<file path="config.mk">
export PLATFORM = sky130hd
export DESIGN_NAME = time_set_ctrl
export DESIGN_NICKNAME = d
export VERILOG_FILES = /design/src/rtl/time_set_ctrl.sv
export SDC_FILE = /design/constraint.sdc
export NUM_CORES = 1
export LEC_CHECK = 0
export ABC_AREA = 1
export BUFFER_PORTS_ARGS = -buffer_cell sky130_fd_sc_hd__buf_4
export CAP_MARGIN = 20
export CORE_MARGIN = 5
export CORE_UTILIZATION = 30
export CTS_CLUSTER_SIZE = 25
export DETAILED_ROUTE_END_ITERATION = 10
export PLACE_DENSITY_LB_ADDON = 0.3
export SYNTH_ARGS = -nofsm -noshare
export SYNTH_HDL_FRONTEND = slang
export SYNTH_SLANG_ARGS = --single-unit
</file>
<file path="constraint.sdc">
create_clock -name clk -period 3.4 [get_ports clk]
set_input_delay 0.51 -clock clk [delete_from_list [all_inputs] [get_ports clk]]
set_output_delay 0.51 -clock clk [all_outputs]
set_load 0.1 [all_outputs]
</file>
<file path="src/rtl/time_set_ctrl.sv">
// Time-setting controller for an HH:MM:SS clock.
//
// Two debounced keys walk the user through hour, minute and second edit fields. The values
// being edited live in shadow registers (set_*). A mode press in the seconds field commits them
// with a one-cycle load pulse. The live counter is paused while editing. An idle timeout
// abandons the edit without loading.
//
// Ports:
//   clk, rst            clock and synchronous active-high reset
//   key_mode, key_inc   debounced key levels, 1 = pressed
//   cur_hour/min/sec    live counter value, copied into the shadow on edit entry
//   set_hour/min/sec    shadow value being edited
//   load                one-cycle pulse; the counter loads set_*
//   run_en              counter count enable, low while editing or committing
//   edit_field          0 = none, 1 = hour, 2 = min, 3 = sec
//   blink_mask          1 = blank digit; [5:4] hour, [3:2] min, [1:0] sec
module time_set_ctrl #(
  parameter int unsigned BLINK_HALF  = 12_500_000,
  parameter int unsigned HOLD_CNT    = 25_000_000,
  parameter int unsigned REPEAT_CNT  = 5_000_000,
  parameter int unsigned TIMEOUT_CNT = 500_000_000,
  parameter int unsigned CW          = 29
) (
  input  logic       clk,
  input  logic       rst,
  input  logic       key_mode,
  input  logic       key_inc,
  input  logic [4:0] cur_hour,
  input  logic [5:0] cur_min,
  input  logic [5:0] cur_sec,
  output logic [4:0] set_hour,
  output logic [5:0] set_min,
  output logic [5:0] set_sec,
  output logic       load,
  output logic       run_en,
  output logic [1:0] edit_field,
  output logic [5:0] blink_mask
);

  typedef enum logic [2:0] {StRun, StEditHour, StEditMin, StEditSec, StCommit} state_e;

  // Counters run from 0 and act when they sit at limit-1, so an event lands exactly N
  // cycles after its reference edge.
  localparam logic [CW-1:0] BlinkLim   = CW'(BLINK_HALF - 1);
  localparam logic [CW-1:0] HoldLim    = CW'(HOLD_CNT - 1);
  localparam logic [CW-1:0] RepeatLim  = CW'(REPEAT_CNT - 1);
  localparam logic [CW-1:0] TimeoutLim = CW'(TIMEOUT_CNT - 1);

  state_e          state_q, state_d;
  logic            mode_prev_q, inc_prev_q;
  logic [4:0]      set_hour_q, set_hour_d;
  logic [5:0]      set_min_q, set_min_d;
  logic [5:0]      set_sec_q, set_sec_d;
  logic            hold_active_q, hold_active_d;
  logic            repeating_q, repeating_d;
  logic [CW-1:0]   hold_cnt_q, hold_cnt_d;
  logic [CW-1:0]   idle_cnt_q, idle_cnt_d;
  logic [CW-1:0]   blink_cnt_q, blink_cnt_d;
  logic            blink_phase_q, blink_phase_d;
  logic            load_q, load_d;
  logic            run_en_q, run_en_d;
  logic [1:0]      edit_field_q, edit_field_d;
  logic [5:0]      blink_mask_q, blink_mask_d;

  logic            mode_press, inc_press, in_edit, next_edit, step;
  logic [CW-1:0]   hold_lim;

  assign mode_press = key_mode & ~mode_prev_q;
  assign inc_press  = key_inc & ~inc_prev_q;
  assign in_edit    = (state_q == StEditHour) || (state_q == StEditMin) ||
                      (state_q == StEditSec);
  assign hold_lim   = repeating_q ? RepeatLim : HoldLim;

  always_comb begin
    state_d       = state_q;
    set_hour_d    = set_hour_q;
    set_min_d     = set_min_q;
    set_sec_d     = set_sec_q;
    hold_active_d = hold_active_q;
    repeating_d   = repeating_q;
    hold_cnt_d    = hold_cnt_q;
    idle_cnt_d    = idle_cnt_q;
    blink_cnt_d   = blink_cnt_q;
    blink_phase_d = blink_phase_q;
    step          = 1'b0;
    next_edit     = 1'b0;
    load_d        = 1'b0;
    run_en_d      = 1'b0;
    edit_field_d  = 2'd0;
    blink_mask_d  = 6'd0;

    unique case (state_q)
      StRun: begin
        if (mode_press) begin
          state_d    = StEditHour;
          set_hour_d = cur_hour;
          set_min_d  = cur_min;
          set_sec_d  = cur_sec;
        end
      end
      StEditHour: if (mode_press) state_d = StEditMin;
      StEditMin:  if (mode_press) state_d = StEditSec;
      StEditSec:  if (mode_press) state_d = StCommit;
      StCommit:   state_d = StRun;
      default:    state_d = StRun;
    endcase

    if (in_edit) begin
      // Mode wins over inc and cancels any hold until inc is released and re-pressed.
      if (mode_press) begin
        hold_active_d = 1'b0;
        repeating_d   = 1'b0;
        hold_cnt_d    = '0;
      end else if (inc_press) begin
        step          = 1'b1;
        hold_active_d = 1'b1;
        repeating_d   = 1'b0;
        hold_cnt_d    = '0;
      end else if (hold_active_q && key_inc) begin
        if (hold_cnt_q == hold_lim) begin
          step        = 1'b1;
          repeating_d = 1'b1;
          hold_cnt_d  = '0;
        end else begin
          hold_cnt_d = hold_cnt_q + 1'b1;
        end
      end else begin
        hold_active_d = 1'b0;
        repeating_d   = 1'b0;
        hold_cnt_d    = '0;
      end

      if (mode_press || step) begin
        idle_cnt_d = '0;
      end else if (idle_cnt_q == TimeoutLim) begin
        idle_cnt_d = '0;
        state_d    = StRun;
      end else begin
        idle_cnt_d = idle_cnt_q + 1'b1;
      end
    end else begin
      hold_active_d = 1'b0;
      repeating_d   = 1'b0;
      hold_cnt_d    = '0;
      idle_cnt_d    = '0;
    end

    if (step) begin
      case (state_q)
        StEditHour: set_hour_d = (set_hour_q >= 5'd23) ? 5'd0 : set_hour_q + 5'd1;
        StEditMin:  set_min_d  = (set_min_q  >= 6'd59) ? 6'd0 : set_min_q  + 6'd1;
        StEditSec:  set_sec_d  = (set_sec_q  >= 6'd59) ? 6'd0 : set_sec_q  + 6'd1;
        default: ;
      endcase
    end

    next_edit = (state_d == StEditHour) || (state_d == StEditMin) || (state_d == StEditSec);

    // Digits are forced visible on field entry and on every step, so the user sees the result.
    if (!next_edit || (state_d != state_q) || step) begin
      blink_cnt_d   = '0;
      blink_phase_d = 1'b0;
    end else if (blink_cnt_q == BlinkLim) begin
      blink_cnt_d   = '0;
      blink_phase_d = ~blink_phase_q;
    end else begin
      blink_cnt_d = blink_cnt_q + 1'b1;
    end

    // Outputs are registered from next-state values so they line up with state_q.
    load_d   = (state_d == StCommit);
    run_en_d = (state_d == StRun);
    unique case (state_d)
      StEditHour: begin
        edit_field_d = 2'd1;
        blink_mask_d = {{2{blink_phase_d}}, 4'b0000};
      end
      StEditMin: begin
        edit_field_d = 2'd2;
        blink_mask_d = {2'b00, {2{blink_phase_d}}, 2'b00};
      end
      StEditSec: begin
        edit_field_d = 2'd3;
        blink_mask_d = {4'b0000, {2{blink_phase_d}}};
      end
      default: ;
    endcase
  end

  always_ff @(posedge clk) begin
    if (rst) begin
      state_q       <= StRun;
      // Start "pressed" so a key held through reset is not taken as a fresh press.
      mode_prev_q   <= 1'b1;
      inc_prev_q    <= 1'b1;
      set_hour_q    <= '0;
      set_min_q     <= '0;
      set_sec_q     <= '0;
      hold_active_q <= 1'b0;
      repeating_q   <= 1'b0;
      hold_cnt_q    <= '0;
      idle_cnt_q    <= '0;
      blink_cnt_q   <= '0;
      blink_phase_q <= 1'b0;
      load_q        <= 1'b0;
      run_en_q      <= 1'b1;
      edit_field_q  <= 2'd0;
      blink_mask_q  <= 6'd0;
    end else begin
      state_q       <= state_d;
      mode_prev_q   <= key_mode;
      inc_prev_q    <= key_inc;
      set_hour_q    <= set_hour_d;
      set_min_q     <= set_min_d;
      set_sec_q     <= set_sec_d;
      hold_active_q <= hold_active_d;
      repeating_q   <= repeating_d;
      hold_cnt_q    <= hold_cnt_d;
      idle_cnt_q    <= idle_cnt_d;
      blink_cnt_q   <= blink_cnt_d;
      blink_phase_q <= blink_phase_d;
      load_q        <= load_d;
      run_en_q      <= run_en_d;
      edit_field_q  <= edit_field_d;
      blink_mask_q  <= blink_mask_d;
    end
  end

  assign set_hour   = set_hour_q;
  assign set_min    = set_min_q;
  assign set_sec    = set_sec_q;
  assign load       = load_q;
  assign run_en     = run_en_q;
  assign edit_field = edit_field_q;
  assign blink_mask = blink_mask_q;

endmodule

</file>
==> results.md, run 1 <==
* FP Rows at 54
* Largest stage delay, worst path at 0.44 ns
* Top FF cell, synth: dfxtp_1
* Multi-input combinational cell area at 3550 µm²
* ANT nets after route at 0
* Die span in x at 158 µm
* Power per cell area at 442 nW/µm²
* Nets at 1069
* Crit Path Class: flop to flop
* Post-synthesis instance total at 994
* Hold/Removal Path Class: input pin to flop
* Logic pwr share at 4.6%
* FF/Latch Area at 2380 µm²
* Clock buffer depth at 2
* Register share of total power at 41.6%
* Hold slack at 0.322 ns
* Via density at 4.67
* Fin. Hold Viols at 0
* CTS tree: yes
* Lkg Pwr at 2.76 nW
* Die area at 24800 µm²
* # Max-Cap Violations at 0
* Total CTS buffers at 17
* Drt wl/cell at 12.2 µm
* Total congestion overflow at 0
* Tmin final at 2.27 ns
* Pin count of the biggest net entering global routing at 35
* # DRC at 0
* Layout fillers at 2333
* Synth top area share at 36.5%
* GRT Resource Usage Total at 13.7%
* Vias in the first global route at 5733
* Port bufs at 47
* Arrival @ worst endpoint at 2.59 ns
* Cell with the most instances after synthesis: nand2_1
* Syn Nets at 1021
* Setup TNS at 0 ns
* Layout cells sized above 1 at 11.2%
* Post-synthesis area per instance at 6.57 µm²
* CTS resizes at 0
* Synth Register Bits at 119
* P_sw at 758 µW
* DR iter-0 viols at 465
* Count of warnings emitted by yosys at 0
* Slowest CP cell: nand2_2
* Clock-pin slew on the worst setup and hold paths at 0.05 ns
* Critical Path RT at 3.72 ns
* Placed cell area at 7120 µm²
* H-tree depth at 4
* RSZ-0062 raised after global routing: false
* Unique masters post-synth at 39
* Worst skew pair latency at 0.42 ns
* First-pass iteration count of the detailed router at 5
* CTS sink count at 119
* Mapped Area at 6530 µm²
* Max Slew Vio Count at 0
* Chip height at 158 µm
* Skew final at 0.00494 ns
* Fin crit share at 66.9%
* Status: complete, no violations
* Max VDD drop at 0.327 mV
* Leading area contributor after synthesis: dfxtp_1
* Slew HR at 59.8%
* Internal power at 2.65 mW
* Via count at 6237
* Number of enable flip-flop cells after synthesis at 0
* Finished Core Util at 35.7%
* Sequential-to-total area share from yosys stat at 36.5%
* Placed wire-length estimate at 12000 µm
* Placeable core area at 21600 µm²
* Clock power share at 53.8%
* Net switching fraction of the power at 22.2%
* Ys async rst share at 0%
* Final instance area at 7720 µm²
* Final setup fails at 0
* Setup Fix Bufs, Post-CTS at 0
* Worst-Margin Slew at 0.603 ns
* Diode count at 0
* Worst-path maximum fanout at 28
* Most used cell, CP: nand2_2
* Crit end category: flop
* CP Cell Sequence: ha_1, nand3_2, nor2_4, nand2_2, a21oi_2, nand2_1, nand2_2, nand2_4, nand2_2, a21oi_1, and2_1
* Hold buffer count at cts at 0
* Area Growth Syn to Fin at 18.2%
* Initial core utilization at 30.2%
* CP startpoint kind: flop
* CTS root buf: clkbuf_16
* Routed wire length at 16300 µm
* I/O pin count at 48
* Dominant cells by area after synthesis: dfxtp_1 36%, nand2_1 14%, nor2_1 7.5%, inv_1 7.0%, nand3_1 5.2%
* Initial antenna violation count at 0
* First-pass GRT wire length at 27800 µm
* Max Clk Rate at 440 MHz
* Most frequent cells after synthesis: 251 x nand2_1, 130 x nor2_1, 122 x inv_1, 119 x dfxtp_1, 68 x nand3_1
* Gpl congestion at 0.867
registers in the layout (all words and copies together) (netlist names):
name and count:
hold_active_q 1, idle_cnt_q 29, mode_prev_q 1, state_q 3, load 1, inc_prev_q 1, blink_cnt_q 29, blink_mask 3
blink_phase_q 1, hold_cnt_q 29, run_en 1, repeating_q 1, set_hour 5, set_min 6, set_sec 6, edit_field 2
path summary, 6_finish.rpt:
path / start / slack [ns] / cells past startpoint / to
max reg2reg: hold_cnt_q[0] / 1.13 / 11 / idle_cnt_q[27]
max: hold_cnt_q[0] / 1.13 / 11 / idle_cnt_q[27]
min: key_inc / 0.32 / 2 / repeating_q
min reg2reg: idle_cnt_q[0] / 0.45 / 1 / idle_cnt_q[0]
stage by stage:
step                total power [mW]  std cells  setup slack (ns)
floorplan                       1.56        994              1.28
CTS                             3.45       1335              1.09
global placement                1.60       1303              1.16
finish                          3.41       1335              1.13
detailed placement              1.60       1303              1.11
global route                    3.55       1335             0.876
metal layers:
metal,global-route usage (%),part of all wire [%],vias to the layer above
met3,2.64,4.2,29
met4,5.74,2.1,0
li1,-,-,3317
met5,0,0,-
met1,18.9,50,2747
met2,21.1,44,144
cell type report:
cell class	count	share of cell area [%]
Clock inverter	10	1.62
Tap cell	280	4.54
Sequential cell	119	30.9
Timing Repair Buffer	49	4.77
Inverter	124	6.10
Multi-Input combinational cell	731	46.0
Clock buffer	22	6.14
worst max-delay path, delay by kind of cell, from the launching register on:
kind            cells  cell delay (ns)
flops               1             0.40
simple gates        8             1.32
compound gates      2             0.18
fa+ha+maj           1             0.28
placed cells by master (no fill, tap or decap), types with 2 or more instances in the layout:
master / count
clkbuf_1: 2
nor2_1: 130
or2_2: 16
a21oi_1: 58
xnor2_1: 8
nand3_2: 3
buf_4: 49
nand3_1: 68
or2_0: 2
o21ai_0: 45
nor3b_1: 7
o21a_1: 2
inv_1: 122
clkbuf_8: 3
ha_1: 6
nor4_1: 16
xor2_1: 22
clkbuf_16: 17
nand4_1: 27
nand3b_1: 4
nor2_2: 5
bufinv_16: 3
clkinv_2: 7
a21oi_2: 2
and2_1: 3
nand2_4: 2
nand2_2: 3
dfxtp_1: 119
nand2_1: 251
nor3_1: 40
nor2_4: 3
kinds of logic (layout without fill, tap and decap cells):
logic type / after synthesis / after routing / synth area share, %
fa+ha+maj: 6 / 6 / 1.15
xor+xnor: 30 / 30 / 4.03
compound gates: 111 / 111 / 8.86
simple gates: 584 / 584 / 40.3
flops: 119 / 119 / 36.5
buf+inv: 144 / 205 / 9.16
power by group through the flow:
stage                     combinational [mW]  clock [mW]  sequential (mW)
after floorplan                       0.0602           0             1.50
after global placement                 0.157           0             1.45
after detailed placement               0.158           0             1.45
after CTS                              0.159        1.88             1.42
after global routing                   0.173        1.96             1.42
final                                  0.157        1.84             1.42
Power figures use the tool's default switching activity.
==> run 2: changes to the inputs <==
Clock period 3.4 ns to 1.95 ns, I/O delays scaled along.
==> results.md, run 2 (synthesis gave the netlist of run 1 again) <==
* Status: complete, no violations (unchanged)
* Clock-pin slew on the worst setup and hold paths at 0.06 ns (was 0.05 ns)
* DR iter-0 viols at 364 (was 465)
* Beginning of the worst hold path: key_inc (unchanged)
* Area Growth Syn to Fin at 23.5% (was 18.2%)
* GRT Resource Usage Total at 13.4% (was 13.7%)
* Fin crit share at 93.3% (was 66.9%)
* FF/Latch Area at 2390 µm² (was 2380 µm²)
* Pin count of the biggest net entering global routing at 36 (was 35)
* Hold/Removal Path Class: input pin to flop (unchanged)
* Via density at 4.63 (was 4.67)
* Placeable core area at 21600 µm² (unchanged)
* Nets at 1099 (was 1069)
* Commonest non-fill, non-tap cell in the layout: nand2_1 (unchanged)
* Routed wire length at 16500 µm (was 16300 µm)
* R2R Path Start: hold_cnt_q[1] (was hold_cnt_q[0])
* Drt wl/cell at 12.1 µm (was 12.2 µm)
* Worst-Margin Slew at 0.446 ns (was 0.603 ns)
* Crit Path Class: flop to flop (unchanged)
* Reg-to-Reg End: run_en (was idle_cnt_q[27])
* Die span in x at 158 µm (unchanged)
* Crit end category: flop (unchanged)
* Chip height at 158 µm (unchanged)
* R2R Setup Slk at 0.13 ns (was 1.13 ns)
* Worst-path maximum fanout at 8 (was 28)
* Top flop regs: blink_cnt_q: 29 flops, hold_cnt_q: 29 flops, idle_cnt_q: 29 flops (unchanged)
* Critical Path RT at 2.25 ns (was 3.72 ns)
* Diode count at 0 (unchanged)
* Max VDD drop at 0.571 mV (was 0.327 mV)
* Worst skew pair latency at 0.42 ns (about the same)
* CTS root buf: clkbuf_16 (unchanged)
* Max Slew Vio Count at 0 (unchanged)
* Die area at 24800 µm² (unchanged)
* # DRC at 0 (unchanged)
* Tmin final at 1.82 ns (was 2.27 ns)
* Power per cell area at 713 nW/µm² (was 442 nW/µm²)
* Fin. Hold Viols at 0 (unchanged)
* CP startpoint kind: flop (unchanged)
* Via count at 6323 (was 6237)
* Slew HR at 70.0% (was 59.8%)
* RSZ-0062 raised after global routing: true (was false)
* Most frequent cells in the layout: 250 x nand2_1, 129 x nor2_1, 122 x inv_1 (was 251 x nand2_1, 130 x nor2_1, 122 x inv_1)
* Clock buffer depth at 2 (unchanged)
* H-tree depth at 4 (unchanged)
* Placed wire-length estimate at 12600 µm (was 12000 µm)
* Multi-input combinational cell area at 3620 µm² (was 3550 µm²)
* Total CTS buffers at 17 (unchanged)
* First-pass GRT wire length at 27400 µm (was 27800 µm)
* ANT nets after route at 0 (unchanged)
* Gpl congestion at 0.889 (was 0.867)
* Initial core utilization at 30.2% (unchanged)
* Setup TNS at 0 ns (unchanged)
* Finished Core Util at 37.3% (was 35.7%)
* Initial antenna violation count at 0 (unchanged)
* # Max-Cap Violations at 0 (unchanged)
* Total congestion overflow at 0 (unchanged)
* Final setup fails at 0 (unchanged)
* Lkg Pwr at 2.89 nW (was 2.76 nW)
* R2r worst-path depth at 12 (was 11)
* FP Rows at 54 (unchanged)
* Layout cells sized above 1 at 15.4% (was 11.2%)
* Layout fillers at 2312 (was 2333)
* CTS sink count at 119 (unchanged)
* Worst hold path cell count at 2 (unchanged)
* Port bufs at 47 (unchanged)
* Worst hold endpoint: repeating_q (unchanged)
* I/O pin count at 48 (unchanged)
* First-pass iteration count of the detailed router at 5 (unchanged)
* CTS tree: yes (unchanged)
* Arrival @ worst endpoint at 2.12 ns (was 2.59 ns)
* Skew final at 0.0182 ns (was 0.00494 ns)
* Vias in the first global route at 5841 (was 5733)
* Max Clk Rate at 550 MHz (was 440 MHz)
* Total Power at 5.75 mW (was 3.41 mW)
run 2: cell count changes in the layout (fill, tap and decap cells not counted), sizes merged:
cell / delta
clkinv: +2
buf: +30
bufinv: -2
inv: +2
clkinvlp: +1
clkbuf: -3
run 2: metal layers:
metal	GRT usage [%]	routed length (µm)
met1	18.0	8110
met2	21.4	7540
met3	2.67	526
met4	4.92	314
met5	0	0
run 2: worst max path at each step:
stage,startpoint,end,slack (ns),depth (start not counted)
5_1_grt,hold_cnt_q[1],run_en,-0.03,12
4_1_cts,idle_cnt_q[0],idle_cnt_q[23],0.09,10
3_3_place_gp,blink_cnt_q[0],blink_cnt_q[22],0.13,8
2_1_floorplan,set_min[2],set_min[5],0.05,6
3_5_place_dp,idle_cnt_q[0],idle_cnt_q[23],0.09,10
6_report,hold_cnt_q[1],run_en,0.13,12
run 2: area by class of cell:
| type | instances | area share [%] |
|---|---|---|
| sequential | 119 | 29.7 |
| tap | 280 | 4.35 |
| clock inverter | 13 | 1.55 |
| inverter | 124 | 5.93 |
| multi-input combinational | 731 | 44.9 |
| timing repair buffer | 79 | 8.13 |
| clock buffer | 19 | 5.49 |
run 2: per-stage QoR:
step	hold slack [ns]	setup WS [ns]	cell area [µm²]	std cells
floorplan	0.399	0.0520	6540	994
global placement	0.429	0.135	7410	1333
detailed placement	0.440	0.0885	7410	1333
CTS	0.105	0.0914	7980	1365
global route	0.116	-0.0319	8060	1365
finish	0.123	0.131	8060	1365
run 2: what timing repair did:
action / 4_1_cts / 5_1_grt
resized for setup: 0 / 19
endpoints found under the setup margin: 0 / 75
hold buffers: 0 / 0
setup buffers: 0 / 0
run 2: report_power, final:
part	internal [mW]	switching, mW	total, mW
registers	2.45	0.0200	2.47
clock network	1.80	1.18	2.99
logic	0.0929	0.200	0.292
total	4.34	1.40	5.75
run 2: worst max-delay path, stage by stage (launching register included):
cell     delay (ns)
dfxtp_2        0.35
ha_2           0.19
nand3_2        0.11
nor2_4         0.13
nand2_2        0.08
a21oi_2        0.11
nand2_1        0.09
nand2_2        0.13
nand2_8        0.10
nand2_1        0.11
nand4_1        0.15
nand2_1        0.11
nor2_1         0.04
